===== config.mk =====
export PLATFORM = sky130hd
export DESIGN_NAME = instr_cache_ctrl_flat
export DESIGN_NICKNAME = d
export VERILOG_FILES = /design/src/rtl/icache_pkg.sv /design/src/rtl/instr_cache_ctrl_if.sv /design/src/rtl/instr_cache_valid_array.sv /design/src/rtl/instr_cache_ctrl.sv /design/src/flat_wrapper.sv
export SDC_FILE = /design/constraint.sdc
export NUM_CORES = 1
export LEC_CHECK = 0
export ABC_AREA = 1
export BUFFER_PORTS_ARGS = -buffer_cell sky130_fd_sc_hd__buf_4
export CORE_AREA = 2 2 365 367
export CTS_CLUSTER_SIZE = 28
export DETAILED_ROUTE_END_ITERATION = 8
export DIE_AREA = 0 0 367 369
export GPL_ROUTABILITY_DRIVEN = 1
export PLACE_DENSITY = 0.32
export SYNTH_ARGS = -nofsm -noshare
export SYNTH_HDL_FRONTEND = slang
export SYNTH_SLANG_ARGS = --single-unit
export TNS_END_PERCENT = 100

===== constraint.sdc =====
create_clock -name clk -period 2.5 [get_ports clk]
set_clock_uncertainty 0.1 [all_clocks]
set_input_delay 0.125 -clock clk [delete_from_list [all_inputs] [get_ports clk]]
set_output_delay 0.125 -clock clk [all_outputs]
set_load 0.01 [all_outputs]

===== src/rtl/icache_pkg.sv =====
`default_nettype none
// ============================================================================
// Module   : icache_pkg
// Purpose  : Shared constants, FSM state type and address-slice helpers for
//            the direct-mapped instruction cache controller.
// Revision : 1.0 - initial release
// ============================================================================
package icache_pkg;

    localparam int SET_BITS    = 4;
    localparam int TAG_BITS    = 23;
    localparam int LINE_BITS   = 256;
    localparam int NUM_SETS    = 1 << SET_BITS;
    localparam int OFFSET_BITS = 5;
    localparam int WORD_BITS   = 3;

    typedef enum logic [1:0] {
        ST_IDLE    = 2'd0,
        ST_COMPARE = 2'd1,
        ST_FETCH   = 2'd2,
        ST_FILL    = 2'd3
    } state_t;

    // Tag field: address bits [31:9]
    function automatic logic [TAG_BITS-1:0] addr_tag(input logic [31:0] addr);
        return TAG_BITS'(addr >> (OFFSET_BITS + SET_BITS));
    endfunction

    // Set index: address bits [8:5]
    function automatic logic [SET_BITS-1:0] addr_set(input logic [31:0] addr);
        return SET_BITS'(addr >> OFFSET_BITS);
    endfunction

    // 32-bit word within the line: address bits [4:2]
    function automatic logic [WORD_BITS-1:0] addr_word(input logic [31:0] addr);
        return WORD_BITS'(addr >> 2);
    endfunction

endpackage
`default_nettype wire


===== src/rtl/instr_cache_ctrl_if.sv =====
`default_nettype none
// ============================================================================
// Module   : instr_cache_ctrl_if
// Purpose  : Bundles the fetch-side, refill-side and SRAM pins of the
//            instruction cache controller. The master modport is the
//            controller; the slave modport is its surroundings.
// Revision : 1.0 - initial release
// ============================================================================
interface instr_cache_ctrl_if;
    import icache_pkg::*;

    // Fetch unit side
    logic [31:0]           ufp_addr;
    logic [3:0]            ufp_rmask;
    logic                  ufp_ready;
    logic [31:0]           ufp_rdata;
    logic                  ufp_resp;
    logic                  flush;

    // Memory arbiter side
    logic [31:0]           dfp_addr;
    logic                  dfp_read;
    logic [LINE_BITS-1:0]  dfp_rdata;
    logic                  dfp_resp;

    // Tag SRAM
    logic                  tag_csb0;
    logic                  tag_web0;
    logic [SET_BITS-1:0]   tag_addr0;
    logic [TAG_BITS-1:0]   tag_din0;
    logic [TAG_BITS-1:0]   tag_dout0;

    // Data SRAM
    logic                  data_csb0;
    logic                  data_web0;
    logic [SET_BITS-1:0]   data_addr0;
    logic [LINE_BITS-1:0]  data_din0;
    logic [LINE_BITS-1:0]  data_dout0;

    modport master (
        input  ufp_addr, ufp_rmask, flush,
        output ufp_ready, ufp_rdata, ufp_resp,
        output dfp_addr, dfp_read,
        input  dfp_rdata, dfp_resp,
        output tag_csb0, tag_web0, tag_addr0, tag_din0,
        input  tag_dout0,
        output data_csb0, data_web0, data_addr0, data_din0,
        input  data_dout0
    );

    modport slave (
        output ufp_addr, ufp_rmask, flush,
        input  ufp_ready, ufp_rdata, ufp_resp,
        input  dfp_addr, dfp_read,
        output dfp_rdata, dfp_resp,
        input  tag_csb0, tag_web0, tag_addr0, tag_din0,
        output tag_dout0,
        input  data_csb0, data_web0, data_addr0, data_din0,
        output data_dout0
    );

endinterface
`default_nettype wire


===== src/rtl/instr_cache_valid_array.sv =====
`default_nettype none
// ============================================================================
// Module   : instr_cache_valid_array
// Purpose  : Per-set valid bits held in flops, since the tag/data SRAMs power
//            up with arbitrary contents. Supports single-set mark-valid and
//            whole-array flush, with flush taking priority.
// Revision : 1.0 - initial release
// ============================================================================
module instr_cache_valid_array
    import icache_pkg::*;
(
    input  wire logic                clk,
    input  wire logic                rst,
    input  wire logic                set_en,
    input  wire logic [SET_BITS-1:0] set_idx,
    input  wire logic                flush,
    output logic [NUM_SETS-1:0]      valid
);

    logic [NUM_SETS-1:0] r_valid;

    // Flush outranks a same-cycle fill so a fence.i racing a refill leaves the line invalid
    always_ff @(posedge clk or posedge rst) begin
        if (rst) begin
            r_valid <= '0;
        end else if (flush) begin
            r_valid <= '0;
        end else if (set_en) begin
            r_valid[set_idx] <= 1'b1;
        end
    end

    assign valid = r_valid;

endmodule
`default_nettype wire


===== src/rtl/instr_cache_ctrl.sv =====
`default_nettype none
// ============================================================================
// Module   : instr_cache_ctrl
// Purpose  : Direct-mapped instruction cache controller. Drives the tag and
//            data SRAM control pins, answers fetch requests with one-cycle
//            hit latency and sequences line refills from the memory arbiter.
// Revision : 1.0 - initial release
// ============================================================================
module instr_cache_ctrl
    import icache_pkg::*;
(
    input  wire logic          clk,
    input  wire logic          rst,
    instr_cache_ctrl_if.master bus
);

    state_t                 r_state;
    state_t                 w_next_state;
    logic [31:0]            r_addr;
    logic [NUM_SETS-1:0]    w_valid;

    logic                   w_req;
    logic                   w_hit;
    logic                   w_ready;
    logic                   w_accept;
    logic                   w_fill;
    logic                   w_csb;
    logic                   w_web;
    logic [SET_BITS-1:0]    w_sram_addr;
    logic [TAG_BITS-1:0]    w_tag;
    logic [SET_BITS-1:0]    w_set;
    logic [WORD_BITS-1:0]   w_word;

    assign w_req    = |bus.ufp_rmask;
    assign w_tag    = addr_tag(r_addr);
    assign w_set    = addr_set(r_addr);
    assign w_word   = addr_word(r_addr);
    // The valid flop is read before any same-cycle flush lands, so a hit in the
    // flush cycle still reflects the pre-flush contents.
    assign w_hit    = w_valid[w_set] && (bus.tag_dout0 == w_tag);
    assign w_accept = w_ready && w_req;

    instr_cache_valid_array u_valid (
        .clk     (clk),
        .rst     (rst),
        .set_en  (w_fill),
        .set_idx (w_set),
        .flush   (bus.flush),
        .valid   (w_valid)
    );

    // Capture the fetch address whenever a request is accepted
    always_ff @(posedge clk or posedge rst) begin
        if (rst) begin
            r_addr <= '0;
        end else if (w_accept) begin
            r_addr <= bus.ufp_addr;
        end
    end

    // State register
    always_ff @(posedge clk or posedge rst) begin
        if (rst) begin
            r_state <= ST_IDLE;
        end else begin
            r_state <= w_next_state;
        end
    end

    // Next-state selection
    always_comb begin
        w_next_state = r_state;
        case (r_state)
            ST_IDLE: begin
                if (w_req) begin
                    w_next_state = ST_COMPARE;
                end
            end
            ST_COMPARE: begin
                if (!w_hit) begin
                    w_next_state = ST_FETCH;
                end else if (!w_req) begin
                    w_next_state = ST_IDLE;
                end
            end
            ST_FETCH: begin
                if (bus.dfp_resp) begin
                    w_next_state = ST_FILL;
                end
            end
            ST_FILL: begin
                w_next_state = ST_COMPARE;
            end
            default: begin
                w_next_state = ST_IDLE;
            end
        endcase
    end

    // Per-state outputs: handshake, refill request and SRAM control
    always_comb begin
        w_ready       = 1'b0;
        bus.ufp_resp  = 1'b0;
        bus.ufp_rdata = '0;
        bus.dfp_read  = 1'b0;
        bus.dfp_addr  = '0;
        w_csb         = 1'b1;
        w_web         = 1'b1;
        w_sram_addr   = w_set;
        w_fill        = 1'b0;
        case (r_state)
            ST_IDLE: begin
                w_ready = 1'b1;
                if (w_req) begin
                    w_csb       = 1'b0;
                    w_sram_addr = addr_set(bus.ufp_addr);
                end
            end
            ST_COMPARE: begin
                if (w_hit) begin
                    w_ready       = 1'b1;
                    bus.ufp_resp  = 1'b1;
                    bus.ufp_rdata = bus.data_dout0[{w_word, 5'b0} +: 32];
                    if (w_req) begin
                        w_csb       = 1'b0;
                        w_sram_addr = addr_set(bus.ufp_addr);
                    end
                end else begin
                    bus.dfp_read = 1'b1;
                    bus.dfp_addr = {w_tag, w_set, 5'b0};
                end
            end
            ST_FETCH: begin
                bus.dfp_read = 1'b1;
                bus.dfp_addr = {w_tag, w_set, 5'b0};
                if (bus.dfp_resp) begin
                    w_csb  = 1'b0;
                    w_web  = 1'b0;
                    w_fill = 1'b1;
                end
            end
            ST_FILL: begin
                // Re-read the freshly written set; this read also clears the
                // SRAM's latched write enable before any later write.
                w_csb = 1'b0;
            end
            default: begin
                w_ready = 1'b0;
            end
        endcase
    end

    assign bus.ufp_ready  = w_ready;

    assign bus.tag_csb0   = w_csb;
    assign bus.tag_web0   = w_web;
    assign bus.tag_addr0  = w_sram_addr;
    assign bus.tag_din0   = w_tag;

    assign bus.data_csb0  = w_csb;
    assign bus.data_web0  = w_web;
    assign bus.data_addr0 = w_sram_addr;
    assign bus.data_din0  = bus.dfp_rdata;

endmodule
`default_nettype wire


===== src/flat_wrapper.sv =====
// flat-port wrapper written by rule: the top's interface ports become plain ports
module instr_cache_ctrl_flat import icache_pkg::*;
  (clk, rst, bus_ufp_addr, bus_ufp_rmask, bus_flush, bus_ufp_ready, bus_ufp_rdata, bus_ufp_resp, bus_dfp_addr, bus_dfp_read, bus_dfp_rdata, bus_dfp_resp, bus_tag_csb0, bus_tag_web0, bus_tag_addr0, bus_tag_din0, bus_tag_dout0, bus_data_csb0, bus_data_web0, bus_data_addr0, bus_data_din0, bus_data_dout0);
  instr_cache_ctrl_if bus_i ();
  input  wire logic clk;
  input  wire logic rst;
  input wire logic [$bits(bus_i.ufp_addr)-1:0] bus_ufp_addr;
  input wire logic [$bits(bus_i.ufp_rmask)-1:0] bus_ufp_rmask;
  input wire logic [$bits(bus_i.flush)-1:0] bus_flush;
  output wire logic [$bits(bus_i.ufp_ready)-1:0] bus_ufp_ready;
  output wire logic [$bits(bus_i.ufp_rdata)-1:0] bus_ufp_rdata;
  output wire logic [$bits(bus_i.ufp_resp)-1:0] bus_ufp_resp;
  output wire logic [$bits(bus_i.dfp_addr)-1:0] bus_dfp_addr;
  output wire logic [$bits(bus_i.dfp_read)-1:0] bus_dfp_read;
  input wire logic [$bits(bus_i.dfp_rdata)-1:0] bus_dfp_rdata;
  input wire logic [$bits(bus_i.dfp_resp)-1:0] bus_dfp_resp;
  output wire logic [$bits(bus_i.tag_csb0)-1:0] bus_tag_csb0;
  output wire logic [$bits(bus_i.tag_web0)-1:0] bus_tag_web0;
  output wire logic [$bits(bus_i.tag_addr0)-1:0] bus_tag_addr0;
  output wire logic [$bits(bus_i.tag_din0)-1:0] bus_tag_din0;
  input wire logic [$bits(bus_i.tag_dout0)-1:0] bus_tag_dout0;
  output wire logic [$bits(bus_i.data_csb0)-1:0] bus_data_csb0;
  output wire logic [$bits(bus_i.data_web0)-1:0] bus_data_web0;
  output wire logic [$bits(bus_i.data_addr0)-1:0] bus_data_addr0;
  output wire logic [$bits(bus_i.data_din0)-1:0] bus_data_din0;
  input wire logic [$bits(bus_i.data_dout0)-1:0] bus_data_dout0;
  assign bus_i.ufp_addr = bus_ufp_addr;
  assign bus_i.ufp_rmask = bus_ufp_rmask;
  assign bus_i.flush = bus_flush;
  assign bus_ufp_ready = bus_i.ufp_ready;
  assign bus_ufp_rdata = bus_i.ufp_rdata;
  assign bus_ufp_resp = bus_i.ufp_resp;
  assign bus_dfp_addr = bus_i.dfp_addr;
  assign bus_dfp_read = bus_i.dfp_read;
  assign bus_i.dfp_rdata = bus_dfp_rdata;
  assign bus_i.dfp_resp = bus_dfp_resp;
  assign bus_tag_csb0 = bus_i.tag_csb0;
  assign bus_tag_web0 = bus_i.tag_web0;
  assign bus_tag_addr0 = bus_i.tag_addr0;
  assign bus_tag_din0 = bus_i.tag_din0;
  assign bus_i.tag_dout0 = bus_tag_dout0;
  assign bus_data_csb0 = bus_i.data_csb0;
  assign bus_data_web0 = bus_i.data_web0;
  assign bus_data_addr0 = bus_i.data_addr0;
  assign bus_data_din0 = bus_i.data_din0;
  assign bus_i.data_dout0 = bus_data_dout0;
  instr_cache_ctrl u_core (.clk(clk), .rst(rst), .bus(bus_i));
endmodule

Word level (Yosys, flattened, before mapping)
Cells that the tools add are included.
Storage, ports and cells
  word-level logic and storage cells: 51
  register bits after elaboration: 50
Operators by class
  reductions and logical operators: 7
  equal/unequal tests: 7
  shifts and indexed selects: 1
  order comparisons: 2
  bitwise gates (word level): 1
  muxes and demuxes: 30
Operators with widths (number)
  256-bit by 9-bit variable part select with 32-bit output: 1
  32-bit two-way mux: 3
  32-bit one-hot mux with 2 select lines: 1
  16-bit two-way mux: 2
  23-bit == test: 1
  16-bit OR: 1
  1-bit two-way mux: 11
  2-bit two-way mux: 4
  4-bit two-way mux: 2
  2-bit one-hot mux with 4 select lines: 1
  4-bit one-hot mux with 2 select lines: 1
  4-bit by 5-bit less-than comparator with 1-bit output (second input constant): 1
  1-bit binary-select mux with 4-bit select: 1
  1-bit demux with 4-bit select: 1
  2-bit == test (second input constant): 2
  4-bit by 1-bit greater-or-equal comparator with 1-bit output (second input constant): 1
  1-bit one-hot mux with 2 select lines: 2
  1-bit one-hot mux with 4 select lines: 1
  4-bit OR reduction: 1
  1-bit logical AND: 3
  3-bit != test (second input constant): 1
  3-bit AND reduction: 1
  2-bit by 1-bit == test with 1-bit output (second input constant): 1
  2-bit logical NOT: 1
  3 further kinds: 3

Logic depth before layout (Yosys ltp)
  word-level depth: 7
  mapped depth: 15

Cells and area by module
Synthesis repeated with hierarchy kept, for this count alone.
Unflattened totals
  cells, all modules: 1260
  area total of the unflattened synthesis: 7527.2 um^2
By module, submodules not included
  instr_cache_ctrl: times used 1, area an instance 6835.3 um^2, cells an instance 1179, seq. area each 800.8 um^2
  instr_cache_valid_array: times used 1, area an instance 691.9 um^2, cells an instance 81, seq. area each 400.4 um^2

Worst setup path before layout
No wires, ideal clock.
  path type: flip-flop to output port
  from: reg u_core.r_addr[5]
  to: out bus_tag_addr0[0]
  arrival time: 1.860 ns
  stages on the path, launching flop included: 14
  data required time: 2.275 ns
  slack: 0.415 ns
  cells stage by stage: dfrtp_1 -> buf_4 -> nand2_1 -> nand2_1 -> nand2_1 -> nand2_1 -> nand2_1 -> nand2_1 -> nor2_2 -> nand3_4 -> nand2_4 -> inv_1 -> o21ai_0 -> buf_4
On the way
  word-level cells in the longest chain between the ends: 5
  elaborated cells on any way between the ends: 6
RTL lines
  from (decl): RTL line instr_cache_ctrl.sv:19  | logic [31:0] r_addr;
  from (signal assigned): RTL line instr_cache_ctrl.sv:57  | r_addr <= bus.ufp_addr;
  1-bit binary-select mux with 4-bit select: RTL line instr_cache_ctrl.sv:40  | assign w_hit = w_valid[w_set] && (bus.tag_dout0 == w_tag);
  1-bit two-way mux (not written as such): RTL line instr_cache_ctrl.sv:40
  1-bit logical AND: RTL line instr_cache_ctrl.sv:40
  4-bit two-way mux: RTL line instr_cache_ctrl.sv:120  | if (w_hit) begin
  4-bit one-hot mux with 2 select lines *: RTL line instr_cache_ctrl.sv:111  | case (r_state)
  to (decl): RTL line flat_wrapper.sv:19  | output wire logic [$bits(bus_i.tag_addr0)-1:0] bus_tag_addr0;
Mark *: on every way between the ends. The rest lies on a longest branch, timed or not. The select of a mux whose other input is x is not followed.

Final worst setup path
  from: reg u_core.r_addr[26]
  to: out bus_data_addr0[3]
On the way
  word-level cells in the longest chain between the ends: 4
RTL lines
  23-bit == test: RTL line instr_cache_ctrl.sv:40
  1-bit logical AND: RTL line instr_cache_ctrl.sv:40
  4-bit two-way mux: RTL line instr_cache_ctrl.sv:120
  4-bit one-hot mux with 2 select lines: RTL line instr_cache_ctrl.sv:111
  to (decl): RTL line flat_wrapper.sv:24  | output wire logic [$bits(bus_i.data_addr0)-1:0] bus_data_addr0;
Every way passes these cells.

==> results.toml <==
[outcome]
status = "finished with violations"
violations = "negative setup slack"

[synth]
yosys-top-cells-area = "buf_4 29%, nand2_1 21%, dfrtp_1 16%, a21oi_1 5.5%, a32o_1 4.3%"
synth_top_area_share_pct = 29.4
synth_edf_count = 0
synth_top_cell_by_area = "buf_4"
ys.flop_type = "dfrtp_1"
ys_ff_latch = 48
avgSynthCellArea_um2 = 6.16
yosys-top-cells-count = "415 x nand2_1, 295 x buf_4, 83 x a21oi_1"
seq_area_frac_synth_pct = 15.9
synth_cell_types = 28
synth_most_common_cell = "nand2_1"
synth_area_mm2 = 0.00753
netlist_instances = 1222
ys_warn_count = 0
synthArstFlopShare_pct = 100

[placement]
post-place-ws_ps = -411
hpwl_mm = 60.7
placement.io_buffers = 413
place_congestion = 0.877

[drt]
totalWireLength_mm = 71.9
remaining_drc_errors = 0
wl_met1_mm = 24.5
routed_via_density = 2.77
dr.max_layer_used = "met5"
antenna_left = 0
wl_met2_mm = 33.3
wl_per_cell_um = 22.3
dr.first_iter.drc_count = 352
vias = 8951
wl_met3_mm = 13.2
dr.pass1.iters = 4

[floorplan]
row_count = 133
die_y_um = 369
start_util_pct = 5.74
die_x_um = 367
core_area_mm2 = 0.131
dieArea_mm2 = 0.135
ios = 933

[clocking]
cts_buffers = 5
insertion_delay_ps = 310
max-clock-path-buffers = 2
htreeDepth = 2
cts-root-buf = "clkbuf_16"
cts.sink_count = 48
clkTransAtPathRegs_ps = 80
cts_tree = "yes"

[sta]
worst_slew_pin_slew_ps = 616
fmax_mhz = 388
hold_violations = 0
holdWs_ps = 121
rsz0062_at_grt = "yes"
period_needed_ps = 2580
setup_viol = 34
timing.final.crit_share_pct = 103
slew_headroom_pct = 58.6
slew_violations = 0
setup_ws_ps = -79.3
final.setup.tns_ps = -1270

[setup_path]
crit_path_end_kind = "output port"
path_cells = "inv_1 > nand2_1 > nand2_1 > nand2_2 > nor2_4 > buf_6 > nand3_4 > nor2_4 > nand3_4 > nand2_4 > clkinvlp_4 > buf_6 > o21ai_4 > buf_6"
reg2reg_slack_ps = 240
cp_max_fo = 3
worst_ep_arrival_time_ps = 2350
cp_slowest_cell = "dfrtp_1"
crit_top_cell = "buf_6"
ff2ff_path_depth = 15
start_kind = "flip-flop"
r2r-end = "u_core.r_addr[3]"
r2r_start = "u_core.r_addr[26]"
critical_path_class = "flip-flop to output port"
required_ps = 2280
slowest_delay_ps = 410

[finish]
fill_cells = 15622
layout-drive-gt1-share_pct = 45.6
num-nets-final = 2049
diodes = 0
syn2layout_area_growth_pct = 73.1
fin_util_pct = 9.94

[worst_hold_path]
hp-start = "bus_ufp_addr[29]"
hold_end = "u_core.r_addr[29]"
hp-class = "input pin to flip-flop"
min_path_cells = 3

[power]
power_w = 0.0133
powerDensity_mw_per_mm2 = 1020
vdd_drop_max_mv = 0.562
p_leak_nw = 5.92

[global_routing]
antenna_found_initial = 4
gr-total-overflow = 0
grt_max_degree = 38
grt_pass1_wl_mm = 90.3
grt_pass1_vias = 9136
track_usage_pct = 9.98

[flow_run]
drv_cap = 0
## critical path, delay by kind of cell, from the launching register on
kind	cells	cell delay, ps
simple gates	8	770
buf+inv	5	640
flops	1	410
compound gates	1	220
## repair_timing
action	CTS	global route
resized for setup	120	50
endpoints found under the hold margin	48	0
endpoints found under the setup margin	102	102
pin swaps	17	21
hold buffers	31	0
buffers inserted	21	12
cloned	9	2
## stage by stage
stage                     instances  instance area [um^2]
after floorplan                1226                  7550
after global placement         3145                 11400
after detailed placement       3145                 11400
after CTS                      3213                 12700
after global routing           3226                 13000
final                          3226                 13000
## placed cells by master, fill, tap and decap left out, types with 3 or more instances in the layout
cell type,count
dfrtp_1,44
nor2_1,36
clkbuf_16,7
o211a_4,6
a32oi_2,6
o21ai_4,4
nor2_4,11
a21oi_2,3
buf_4,491
nand3_1,33
inv_1,71
nand2_2,9
xnor2_1,7
nand2_1,405
buf_12,13
inv_2,5
conb_1,5
a32o_1,28
ha_1,4
dlygate4sd3_1,31
buf_6,42
o21ai_0,9
o21ai_1,8
nor2_2,26
o211a_1,9
buf_16,12
o21ai_2,8
buf_8,4
a32o_2,4
a21oi_1,80
a32oi_1,26
## final cells by class
type | count | area (um^2) | area share, %
Sequential cell | 48 | 1210 | 9.29
Clock inverter | 3 | 46.3 | 0.355
Clock buffer | 5 | 125 | 0.960
Inverter | 80 | 332 | 2.54
Tap cell | 1755 | 2200 | 16.8
Multi-Input combinational cell | 739 | 3920 | 30.1
Timing Repair Buffer | 596 | 5200 | 39.9
## worst max-delay path by stage
stage | startpoint | endpoint | slack, ps
after floorplan | u_core.r_addr[5] | bus_tag_addr0[0] | 420
after global routing | u_core.r_addr[26] | bus_data_addr0[3] | -270
final | u_core.r_addr[26] | bus_data_addr0[3] | -80
after CTS | u_core.r_addr[19] | bus_ufp_rdata[16] | -180
after global placement | u_core.r_addr[2] | bus_ufp_rdata[4] | -440
after detailed placement | u_core.r_addr[2] | bus_ufp_rdata[4] | -410
## registers in the layout, indices dropped and copies added, names as in the netlist
signal and cells:
u_core.u_valid.valid 16, u_core.r_state 2, u_core.r_addr 30
## per-layer routing
metal  track usage [%]  vias up
met5              1.28        -
met2              16.4      718
met1              9.85     4068
met3              8.43       35
met4             0.757        8
li1                  -     4122
## cells by family after synthesis
family | Yosys count | synth area share, %
XOR/XNOR | 8 | 0.930
flip-flops | 48 | 15.9
buffers and inverters | 439 | 37.1
other | 1 | 0.0498
adder cells (fa/ha/maj) | 4 | 0.665
AND/OR/NAND/NOR | 531 | 27.9
AO/OA/AOI/OAI | 191 | 17.4
## power breakdown
group	internal, W	total [W]	leakage [nW]	switching, W
registers	0.00105	0.00140	0.612	0.000344
clock network	0.000478	0.000842	0.0804	0.000365
logic	0.00497	0.0111	5.23	0.00610
(Power assumes the default switching activity.)
